===== src/rtl/sequenciador_io.sv =====
// sequenciador_io: I/O sequencer for the processor's IN/OUT instructions.
// The input path stalls the PC, waits for a fresh press of the confirm
// button, then captures the switches and pulses a one-cycle register-bank
// write enable. The output path latches register data into the display.
// Optional feature: define DEBOUNCE_EN to filter the synchronized button
// level through a DEBOUNCE_CICLOS stability counter.
//
// Handshake: entradaPronta is a one-cycle valid strobe with no ready; the
// register bank must take dadoEntrada in the same cycle. pararPC stays high
// from the moment the input instruction is seen until the capture cycle.
module sequenciador_io #(
    parameter int DEBOUNCE_CICLOS = 50000
) (
    input  logic        clock,
    input  logic        reset,
    input  logic        estagioEntradaUC,
    input  logic        estagioSaidaUC,
    input  logic        botao,
    input  logic [15:0] switches,
    input  logic [31:0] dadoSaida,
    output logic        pararPC,
    output logic [31:0] dadoEntrada,
    output logic        entradaPronta,
    output logic        aguardandoEntrada,
    output logic [31:0] display,
    output logic [1:0]  o_estado
);

    typedef enum logic [1:0] {
        OCIOSO        = 2'd0,
        ESPERA_SOLTAR = 2'd1,
        ESPERA_PRESS  = 2'd2,
        FIM           = 2'd3
    } estado_t;

    estado_t     r_estado;
    logic        r_sinc1;
    logic        r_sinc2;
    logic        r_filtrado_ant;
    logic        r_pronto;
    logic        r_aguardando;
    logic [31:0] r_dado;
    logic [31:0] r_display;
    logic        w_filtrado;
    logic        w_press;

    // Two-flop synchronizer for the asynchronous pushbutton.
    always_ff @(posedge clock) begin
        if (!reset) begin
            r_sinc1 <= 1'b0;
            r_sinc2 <= 1'b0;
        end else begin
            r_sinc1 <= botao;
            r_sinc2 <= r_sinc1;
        end
    end

`ifdef DEBOUNCE_EN
    localparam int CONT_W = (DEBOUNCE_CICLOS > 1) ? $clog2(DEBOUNCE_CICLOS) : 1;
    localparam logic [CONT_W-1:0] CONT_MAX = CONT_W'(DEBOUNCE_CICLOS - 1);

    logic [CONT_W-1:0] r_cont;
    logic              r_filtrado;

    // Accept a new level only after it disagrees with the filtered one for
    // DEBOUNCE_CICLOS consecutive edges; any agreement restarts the count.
    always_ff @(posedge clock) begin
        if (!reset) begin
            r_cont     <= '0;
            r_filtrado <= 1'b0;
        end else if (r_sinc2 == r_filtrado) begin
            r_cont <= '0;
        end else if (r_cont == CONT_MAX) begin
            r_filtrado <= r_sinc2;
            r_cont     <= '0;
        end else begin
            r_cont <= r_cont + 1'b1;
        end
    end

    assign w_filtrado = r_filtrado;
`else
    assign w_filtrado = r_sinc2;
`endif

    // Previous filtered level, for rising-edge (press) detection.
    always_ff @(posedge clock) begin
        if (!reset) begin
            r_filtrado_ant <= 1'b0;
        end else begin
            r_filtrado_ant <= w_filtrado;
        end
    end

    assign w_press = w_filtrado & ~r_filtrado_ant;

    // Input-instruction FSM with registered pulse and waiting flags.
    always_ff @(posedge clock) begin
        if (!reset) begin
            r_estado     <= OCIOSO;
            r_dado       <= 32'd0;
            r_pronto     <= 1'b0;
            r_aguardando <= 1'b0;
        end else begin
            r_pronto <= 1'b0;
            case (r_estado)
                OCIOSO: begin
                    if (estagioEntradaUC) begin
                        // A button already down must be released first.
                        r_estado     <= w_filtrado ? ESPERA_SOLTAR : ESPERA_PRESS;
                        r_aguardando <= 1'b1;
                    end
                end
                ESPERA_SOLTAR: begin
                    if (!estagioEntradaUC) begin
                        r_estado     <= OCIOSO;
                        r_aguardando <= 1'b0;
                    end else if (!w_filtrado) begin
                        r_estado <= ESPERA_PRESS;
                    end
                end
                ESPERA_PRESS: begin
                    if (!estagioEntradaUC) begin
                        r_estado     <= OCIOSO;
                        r_aguardando <= 1'b0;
                    end else if (w_press) begin
                        r_dado       <= {16'd0, switches};
                        r_estado     <= FIM;
                        r_pronto     <= 1'b1;
                        r_aguardando <= 1'b0;
                    end
                end
                FIM: begin
                    r_estado     <= OCIOSO;
                    r_aguardando <= 1'b0;
                end
                default: begin
                    r_estado     <= OCIOSO;
                    r_aguardando <= 1'b0;
                end
            endcase
        end
    end

    // Output path: latch register data whenever an output instruction runs.
    always_ff @(posedge clock) begin
        if (!reset) begin
            r_display <= 32'd0;
        end else if (estagioSaidaUC) begin
            r_display <= dadoSaida;
        end
    end

    // The stall must rise in the same cycle the instruction is decoded, so
    // the idle term is combinational; all control outputs are masked in reset.
    assign pararPC           = reset & (r_aguardando | ((r_estado == OCIOSO) & estagioEntradaUC));
    assign entradaPronta     = reset & r_pronto;
    assign aguardandoEntrada = reset & r_aguardando;
    assign dadoEntrada       = r_dado;
    assign display           = r_display;
    assign o_estado          = r_estado;

endmodule


===== config.mk =====
export PLATFORM = sky130hd
export DESIGN_NAME = sequenciador_io
export DESIGN_NICKNAME = d
export VERILOG_FILES = /design/src/rtl/sequenciador_io.sv
export SDC_FILE = /design/constraint.sdc
export NUM_CORES = 1
export LEC_CHECK = 0
export BUFFER_PORTS_ARGS = -buffer_cell sky130_fd_sc_hd__buf_2
export CELL_PAD_IN_SITES_DETAIL_PLACEMENT = 0
export CELL_PAD_IN_SITES_GLOBAL_PLACEMENT = 2
export CORE_MARGIN = 2
export CORE_UTILIZATION = 26
export CTS_CLUSTER_DIAMETER = 50
export DETAILED_ROUTE_END_ITERATION = 6
export HOLD_SLACK_MARGIN = 0.15
export PLACE_DENSITY_LB_ADDON = 0.1
export SETUP_SLACK_MARGIN = 0.3
export SLEW_MARGIN = 20
export SYNTH_ARGS = -nofsm -noshare
export SYNTH_HDL_FRONTEND = slang
export SYNTH_SLANG_ARGS = --single-unit
export TNS_END_PERCENT = 20

===== constraint.sdc =====
create_clock -name clock -period 3.1 [get_ports clock]
set_input_delay 0.465 -clock clock [delete_from_list [all_inputs] [get_ports clock]]
set_output_delay 0.465 -clock clock [all_outputs]
set_load 0.03 [all_outputs]

==> metrics.md, run 1 <==
| Metric | Value |
|---|---|
| Vias in the first global route | 1525 |
| Post-CTS Hold Buffers | 0 |
| Pwr dens | 521 mW/mm^2 |
| Worst Skew | 4.20 ps |
| Met2 Use GR | 16.5% |
| GRT Max-Usage Layer | met2 |
| Die Span Y | 95.4 um |
| CTS tree | yes |
| Drt total wl | 4940 um |
| Fmax | 543 MHz |
| HPWL Detailed | 3520 um |
| P_int | 1.08 mW |
| Synth area leader | dfxtp_1 |
| Hold Path Cell Cnt | 2 |
| Fin area | 0.00283 mm^2 |
| VDD IR max | 0.000168 V |
| Die area | 0.00910 mm^2 |
| FF-to-FF path depth | 4 |
| Pwr Total | 1.47 mW |
| Placed inst area | 0.00271 mm^2 |
| Max Cap Violations | 0 |
| Vias per cell | 3.95 |
| Maximum clock path buffer count | 2 |
| Setup TNS | 0 ps |
| GRT Total Usage | 10.5% |
| FF-to-FF setup slack | 1650 ps |
| H-Tree Level Count | 2 |
| DRC viols | 0 |
| Leak | 1.44 nW |
| Crit Path Class | reg2out |
| Clock Latency Late Sink | 300 ps |
| Largest net degree at the start of global routing | 34 |
| Core area | 0.00818 mm^2 |
| Slew @ Worst Pin | 987 ps |
| Initial Util | 26.6% |
| Hold worst-path end | r_sinc1 |
| Psw | 0.397 mW |
| Synth Flop Type | dfxtp_1 |
| Antenna fix cells | 0 |
| Setup repair bufs after CTS | 0 |
| Worst slew margin | 34.2% |
| Flops & latches, synth | 55 |
| Synth top area share | 50.7% |
| Final hold violations | 0 |
| Yosys warns | 0 |
| CP max FO | 6 |
| Post-CTS Resized | 0 |
| Pre-CTS WS | 1260 ps |
| Outcome | complete, no violations |
| Worst Min Path Start | botao |
| Switching portion of total power | 27.0% |
| Setup violation total in the final timing report | 0 |
| DRT antenna net count | 0 |
| Async SR Flop Fraction | 0% |
| Clk slew on worst S/H paths | 100 ps |
| IO buf count | 105 |
| Initial antenna violation count | 0 |
| Fin worst setup slack | 1260 ps |
| CTS Buf Count | 5 |
| R2R Path End | dadoEntrada[13] |
| Area Growth Syn to Fin | 30.2% |
| Initial DRC count | 50 |
| Worst endpoint data arrival time | 1380 ps |
| Cell variety after synth | 23 |
| Average size of a mapped cell | 9.96 um^2 |
| Final Cycle Share | 59.4% |
| Drt wl/cell | 11.6 um |
| Clk root buf | clkbuf_8 |
| Power share of the combinational group | 15.5% |
| Reg power frac | 50.9% |
| FF-to-FF Start | o_estado[1] |
| Site Rows | 33 |
| Post-synth EDFFs | 0 |
| Critical path launch point type | flip-flop |
| Mapped Cells | 218 |
| Fin crit period | 1840 ps |
| Io pins | 122 |
| Clock power share | 33.5% |
| Most common cell in the netlist | dfxtp_1 |
| Drt pass-1 iters | 4 |
| Sinks on Clock Net | 55 |
| Post-synth top cells | dfxtp_1, mux2i_1, nor2_1 |
| Grt ovf | 0 |
| Grt met3 use | 3.32% |
| Ratio of cells with drive above 1 in the final layout | 37.2% |
| Met1 Resource Use GR | 13.5% |
| NumNets Final | 372 |
| Final Max Tran Viols | 0 |
| RSZ-0062 raised after global routing | false |
| Nature of the critical path endpoint | primary output |
| First-pass GRT wire length | 7320 um |
| Top cells by area, synth | dfxtp_1, mux2i_1, nor2_1 |
| Worst path required time | 2630 ps |
| Die width | 95.4 um |
| Sequential element share of the synthesized area | 50.7% |
| Mapped Area | 0.00217 mm^2 |
| Routability Congestion | 0.689 |
| Via count | 1679 |
| Worst min path class | in2reg |
[area by class of cell]
cell class,instances,area (um^2)
clock buffers,6,82.6
clock inverters,2,35.0
fillers,911,5350
inverters,2,7.51
multi-input cells,147,922
flip-flops and latches,55,1100
well taps,105,131
repair buffers,108,548
[metal layers]
metal,vias up,part of all wire (%)
li1,872,-
met1,738,46
met2,65,44
met3,4,8.8
met4,0,1.2
met5,-,0
[through the flow]
stage / util [%] / hold WS, ps / instances
6_report: 34.6 / 372 / 425
5_1_grt: 34.6 / 369 / 425
4_1_cts: 34.6 / 354 / 425
3_5_place_dp: 33.1 / 423 / 417
3_3_place_gp: 33.1 / 417 / 417
2_1_floorplan: - / 412 / 233
[cell families after synthesis]
group,after synthesis,share of synthesized area [%]
muxes,49,22.6
AOI/OAI and AO/OA,4,1.04
buffers and inverters,31,9.45
DFF,55,50.7
and+or+nand+nor,78,16.1
other,1,0.173
[power by group through the flow]
stage / sequential [mW] / clock, mW / combinational (mW)
after floorplan: 0.821 / 0 / 0.118
after global placement: 0.767 / 0 / 0.231
after detailed placement: 0.767 / 0 / 0.232
after CTS: 0.751 / 0.522 / 0.233
after global routing: 0.755 / 0.547 / 0.249
final: 0.751 / 0.494 / 0.229
[sequential cells by signal (all words and copies together), names as in the netlist]
register / flops
display: 32
dadoEntrada: 16
o_estado: 2
r_aguardando: 1
r_filtrado_ant: 1
r_pronto: 1
r_sinc1: 1
r_sinc2: 1
[worst max-delay path: stages (launching register included)]
cell and delay [ps]:
dfxtp_1 470, nor2b_1 110, a21oi_1 240, nor2_1 70
buf_2 180
[worst max path at each step]
stage / startpoint / to / slack [ps] / depth (start not counted)
after floorplan: reset / pararPC / 1390 / 3
after global placement: reset / pararPC / 1260 / 4
after detailed placement: reset / pararPC / 1260 / 4
after CTS: o_estado[0] / pararPC / 1190 / 4
after global routing: o_estado[0] / pararPC / 1150 / 4
final: o_estado[0] / pararPC / 1260 / 4
[cell usage in the layout, fill, tap and decap left out, types with 2 or more instances in the layout]
cell type  Yosys  routed
nor2_1        33      33
nand2_1       32      32
buf_4         16       3
mux2i_1       49      49
clkbuf_8       0       6
a21oi_1        2       2
and3_1         2       2
buf_2          4     105
dfxtp_1       55      55
and2_1         6       6
conb_1         1      16
Power figures use the tool's default switching activity.
==> run 2: changes to the inputs <==
--- a/config.mk
+++ b/config.mk
@@ -9,7 +9,7 @@
 export CELL_PAD_IN_SITES_DETAIL_PLACEMENT = 0
 export CELL_PAD_IN_SITES_GLOBAL_PLACEMENT = 2
 export CORE_MARGIN = 2
-export CORE_UTILIZATION = 26
+export CORE_UTILIZATION = 22
 export CTS_CLUSTER_DIAMETER = 50
 export DETAILED_ROUTE_END_ITERATION = 6
 export HOLD_SLACK_MARGIN = 0.15
==> constraint.sdc (replaced) <==
create_clock -name clock -period 1.64 [get_ports clock]
set_input_delay 0.246 -clock clock [delete_from_list [all_inputs] [get_ports clock]]
set_output_delay 0.246 -clock clock [all_outputs]
set_load 0.03 [all_outputs]
==> run 2 against run 1 <==
- final cell count rose by 7.5%
- wire length rose by 4.0%
- global-route usage fell by 1.2 points
- critical path type unchanged
==> metrics.md, run 2 (same netlist as run 1, synthesis figures left out) <==
| Metric | Value |
|---|---|
| Outcome | complete, no violations |
| Psw | 0.754 mW (+90%) |
| Number of flip-flops in the largest register | 32 (unchanged) |
| Sinks on Clock Net | 55 (unchanged) |
| Antenna fix cells | 0 (unchanged) |
| Pwr dens | 939 mW/mm^2 (+80%) |
| P_int | 2.00 mW (+86%) |
| Vias in the first global route | 1490 (-2.3%) |
| Leak | 1.47 nW (+2.0%) |
| Fill cells | 1064 (+17%) |
| Drt pass-1 iters | 2 (-2) |
| First-pass GRT wire length | 7510 um (+2.6%) |
| CTS tree | yes |
| Final hold violations | 0 (unchanged) |
| Drt wl/cell | 11.2 um (-3.3%) |
| Io pins | 122 (unchanged) |
| Final Cycle Share | 82.4% |
| Ratio of cells with drive above 1 in the final layout | 38.9% (+1.7 points) |
| Slowest cell on the critical path | dfxtp_4 |
| RSZ-0062 raised after global routing | true |
| Initial DRC count | 46 (-8.0%) |
| Site Rows | 36 (+9.1%) |
| DRT antenna net count | 0 (unchanged) |
| Area Growth Syn to Fin | 35.0% |
| Switching portion of total power | 27.4% (+0.43 points) |
| Top delay family on crit path | flip-flops |
| Die area | 0.0107 mm^2 (+17%) |
| IO buf count | 105 (unchanged) |
| Final core occ | 30.3% (-4.3 points) |
| H-Tree Level Count | 2 (unchanged) |
| Core area | 0.00968 mm^2 (+18%) |
| Reg power frac | 51.5% (+0.6 points) |
| Vias per cell | 3.74 (-5.2%) |
| Crit Path Class | reg2out |
| Commonest non-fill, non-tap cell in the layout | buf_2 |
| Clock Latency Late Sink | 310 ps (about the same) |
| Power share of the combinational group | 16.3% (+0.8 points) |
| Die Span Y | 103 um (+8.3%) |
| Worst min path class | in2reg |
| Setup TNS | 0 ps (unchanged) |
| Buf/Inv on CP | 1 (unchanged) |
| NumNets Final | 377 (+1.3%) |
| Initial antenna violation count | 0 (unchanged) |
| Crit-path cells | nor2b_4 > a21oi_2 > nor2_1 > buf_4 |
| Worst Skew | 6.88 ps (+2.68 ps) |
| Critical path launch point type | flip-flop |
| Clk slew on worst S/H paths | 100 ps (about the same) |
| Drt total wl | 5140 um (+4.0%) |
| Maximum clock path buffer count | 2 (unchanged) |
| Worst path required time | 1390 ps (-1240 ps) |
| Max incr delay on CP | 370 ps (-100 ps) |
| Clk root buf | clkbuf_8 |
| Routability Congestion | 0.627 (-9.1%) |
| DRC viols | 0 (unchanged) |
| Fin crit period | 1350 ps |
| Grt ovf | 0 (unchanged) |
| Die width | 103 um (+8.3%) |
| VDD IR max | 0.000360 V (+110%) |
| Placed inst area | 0.00279 mm^2 (+2.8%) |
| Clock power share | 32.2% (-1.3 points) |
| CTS Buf Count | 5 (unchanged) |
| Fin area | 0.00293 mm^2 (+3.7%) |
| Fmax | 740 MHz |
| Setup violation total in the final timing report | 0 (unchanged) |
| Max Cap Violations | 0 (unchanged) |
| Most frequent cells in the layout | buf_2, dfxtp_1, mux2i_1 |
| CP max FO | 2 (-4) |
| Largest net degree at the start of global routing | 34 (unchanged) |
| HPWL Detailed | 3620 um (+2.8%) |
| Worst endpoint data arrival time | 1100 ps (-280 ps) |
| Nature of the critical path endpoint | primary output |
| GRT Total Usage | 9.26% (-1.2 points) |
| Via count | 1711 (+1.9%) |
| Final Max Tran Viols | 0 (unchanged) |
| Initial Util | 22.4% (-4.1 points) |
## run 2: repair_timing
item | CTS | global route
hold buffers | 1 | 0
gates resized for setup | 6 | 1
setup buffers | 2 | 0
hold endpoints to repair | 1 | 0
pin swaps | 2 | 1
endpoints found under the setup margin | 1 | 10
## run 2: final cells by class
| class | count | area [um^2] | share of cell area [%] |
|---|---|---|---|
| flip-flops and latches | 55 | 1110 | 37.8 |
| repair buffers | 113 | 616 | 21.0 |
| clock buffers | 6 | 72.6 | 2.47 |
| clock inverters | 1 | 30.0 | 1.02 |
| inverters | 2 | 7.51 | 0.256 |
| well taps | 133 | 166 | 5.67 |
| multi-input cells | 147 | 933 | 31.8 |
## run 2: power by group through the flow
| stage | registers [mW] | clock network (mW) | logic (mW) |
|---|---|---|---|
| 2_1_floorplan | 1.55 | 0 | 0.222 |
| 3_3_place_gp | 1.45 | 0 | 0.448 |
| 3_5_place_dp | 1.45 | 0 | 0.447 |
| 4_1_cts | 1.42 | 0.954 | 0.457 |
| 5_1_grt | 1.42 | 1.01 | 0.489 |
| 6_report | 1.42 | 0.887 | 0.450 |
## run 2: final timing paths
kind	from	endpoint	slack, ps	cells after the start
max	o_estado[0]	pararPC	290	4
max reg2reg	o_estado[0]	dadoEntrada[1]	380	4
min	dadoSaida[7]	display[7]	170	3
min reg2reg	r_sinc1	r_sinc2	440	1
## run 2: worst reg2reg max path: stages, from the launching register on
cell and delay, ps:
dfxtp_4 370, buf_4 150, nor4b_4 270, buf_12 220, mux2i_1 200
## run 2: metrics by stage
step,hold slack [ps],setup slack [ps],total power [mW],cells
after floorplan,373,243,1.77,233
after global placement,423,378,1.90,447
after detailed placement,421,338,1.90,447
after CTS,158,254,2.83,457
after global routing,151,218,2.92,457
final,171,289,2.75,457
## run 2: per-layer routing
metal | track usage (%) | part of all wire, %
met3 | 4.30 | 9.9
met2 | 14.4 | 44
met1 | 11.2 | 45
met4 | 3.34 | 1.4
met5 | 0 | 0
==> run 3: changes to the inputs <==
--- a/config.mk
+++ b/config.mk
@@ -9,7 +9,7 @@
 export CELL_PAD_IN_SITES_DETAIL_PLACEMENT = 0
 export CELL_PAD_IN_SITES_GLOBAL_PLACEMENT = 2
 export CORE_MARGIN = 2
-export CORE_UTILIZATION = 22
+export CORE_UTILIZATION = 24
 export CTS_CLUSTER_DIAMETER = 50
 export DETAILED_ROUTE_END_ITERATION = 6
 export HOLD_SLACK_MARGIN = 0.15
==> constraint.sdc (replaced) <==
create_clock -name clock -period 1.4 [get_ports clock]
set_input_delay 0.21 -clock clock [delete_from_list [all_inputs] [get_ports clock]]
set_output_delay 0.21 -clock clock [all_outputs]
set_load 0.03 [all_outputs]
==> run 3 against run 2 <==
- global-route usage up 1.8 points
- sequential cell count unchanged
- combinational power up 42%
- sequential share of layout area down 5.3 points
- critical path type is now reg2reg
- critical endpoint is now dadoEntrada[14]
==> metrics.md, run 3 (same netlist as run 1, synthesis figures left out) <==
| Metric | Value |
|---|---|
| Clk root buf | clkbuf_8 |
| Io pins | 122 (unchanged) |
| Core area | 0.00876 mm^2 (-9.5%) |
| Clock Latency Late Sink | 310 ps (about the same) |
| Pwr Total | 3.17 mW (+15%) |
| VDD IR max | 0.000401 V (+11%) |
| Worst Skew | 3.28 ps (-3.60 ps) |
| Ratio of cells with drive above 1 in the final layout | 35.8% (-3.1 points) |
| Critical path launch point type | flip-flop |
| GRT Total Usage | 11.0% (+1.8 points) |
| DRC viols | 0 (unchanged) |
| Number of flip-flops in the largest register | 32 (unchanged) |
| Reg power frac | 52.4% (+0.9 points) |
| Final Instance Count excl. Fillers | 485 (+6.1%) |
| Setup violation total in the final timing report | 0 (unchanged) |
| Maximum clock path buffer count | 2 (unchanged) |
| Largest net degree at the start of global routing | 33 (-2.9%) |
| H-Tree Level Count | 2 (unchanged) |
| Initial Util | 24.8% (+2.4 points) |
| Sinks on Clock Net | 55 (unchanged) |
| Psw | 0.913 mW (+21%) |
| Die area | 0.00983 mm^2 (-8.0%) |
| NumNets Final | 429 (+14%) |
| RSZ-0062 raised after global routing | true |
| Max Cap Violations | 0 (unchanged) |
| Crit-path cells | nand2b_4 > nor4b_4 > buf_6 > clkbuf_16 > mux2i_1 |
| Commonest non-fill, non-tap cell in the layout | buf_2 |
| Crit Path Class | reg2reg |
| IO buf count | 105 (unchanged) |
| Fin area | 0.00343 mm^2 (+17%) |
| Slowest cell on the critical path | dfxtp_2 |
| Site Rows | 34 (-5.6%) |
| CP max FO | 6 (+4) |
| Outcome | complete, no violations |
| Initial antenna violation count | 0 (unchanged) |
| Clk slew on worst S/H paths | 100 ps (about the same) |
| Final Cycle Share | 92.4% |
| Pre-CTS WS | 90.9 ps (-248 ps) |
| Hold slack | 158 ps (-12.9 ps) |
| Fmax | 773 MHz |
| Placed inst area | 0.00278 mm^2 (-0.31%) |
| Pwr dens | 926 mW/mm^2 (-1.4%) |
| Most frequent cells in the layout | buf_2, dfxtp_1, mux2i_1 |
| Final core occ | 39.1% (+8.8 points) |
| Fill cells | 904 (-15%) |
| Drt wl/cell | 11.4 um (+1.6%) |
| Drt pass-1 iters | 4 (+2) |
| Worst path required time | 1650 ps (+260 ps) |
| Grt ovf | 0 (unchanged) |
| First-pass GRT wire length | 8600 um (+15%) |
| Power share of the combinational group | 20.1% (+3.8 points) |
| CTS tree | yes |
| Nature of the critical path endpoint | flip-flop |
| Antenna fix cells | 0 (unchanged) |
| P_int | 2.26 mW (+13%) |
| Die Span Y | 99.1 um (-4.1%) |
| Fin worst setup slack | 107 ps (-182 ps) |
| Dpl cells | 424 (-5.1%) |
| Leak | 1.69 nW (+15%) |
| Final hold violations | 0 (unchanged) |
| Worst min path class | in2reg |
| Switching portion of total power | 28.8% (+1.4 points) |
| Die width | 99.1 um (-4.1%) |
| FF-to-FF setup slack | 110 ps (-270 ps) |
| Worst endpoint data arrival time | 1540 ps (+440 ps) |
| CTS Buf Count | 5 (unchanged) |
| Vias per cell | 3.94 (+5.3%) |
| Initial DRC count | 20 (-57%) |
| Routability Congestion | 0.677 (+8.1%) |
| Via count | 1912 (+12%) |
| Fin crit period | 1290 ps |
| Vias in the first global route | 1779 (+19%) |
| Max incr delay on CP | 330 ps (-40 ps) |
| Clock power share | 27.5% (-4.7 points) |
| Drt total wl | 5540 um (+7.8%) |
| DRT antenna net count | 0 (unchanged) |
| HPWL Detailed | 3710 um (+2.4%) |
| Final Max Tran Viols | 0 (unchanged) |
| Setup TNS | 0 ps (unchanged) |
| Area Growth Syn to Fin | 57.8% |
==> run 3: worst paths after layout <==
path / start / end / depth (start not counted)
max reg2reg: r_filtrado_ant / dadoEntrada[14] / 5
min: switches[3] / dadoEntrada[3] / 3
min reg2reg: r_sinc1 / r_sinc2 / 1
max: r_filtrado_ant / dadoEntrada[14] / 5
==> run 3: routing by layer <==
layer,global-route usage (%),part of all wire [%],vias up
li1,-,-,985
met1,13.7,44,858
met2,17.4,46,64
met3,4.22,7.9,5
met4,4.11,1.4,0
met5,0,0,-
==> run 3: layout make-up <==
class	count	area [um^2]	share of cell area, %
clock buffers	6	72.6	2.12
clock inverters	2	12.5	0.365
inverters	2	10.0	0.292
multi-input cells	147	936	27.3
flip-flops and latches	55	1110	32.4
well taps	108	135	3.94
repair buffers	165	1150	33.6
==> run 3: worst max-delay path: cells and delay by family, from the launching register on <==
kind	cells	cell delay, ps
and+or+nand+nor	2	420
buffers and inverters	2	310
muxes	1	170
DFF	1	330
==> run 3: what timing repair did <==
action	4_1_cts	5_1_grt
setup endpoints to repair	23	54
hold buffers	47	0
gates resized for setup	9	2
cloned	0	1
hold endpoints to repair	47	0
setup buffers	2	3
pin swaps	3	2
==> run 3: power groups by stage <==
stage / logic [mW] / clock network (mW) / registers (mW)
final: 0.638 / 0.874 / 1.66
after global routing: 0.690 / 1.00 / 1.67
after CTS: 0.641 / 0.941 / 1.66
after detailed placement: 0.529 / 0 / 1.70
after global placement: 0.531 / 0 / 1.70
after floorplan: 0.262 / 0 / 1.82
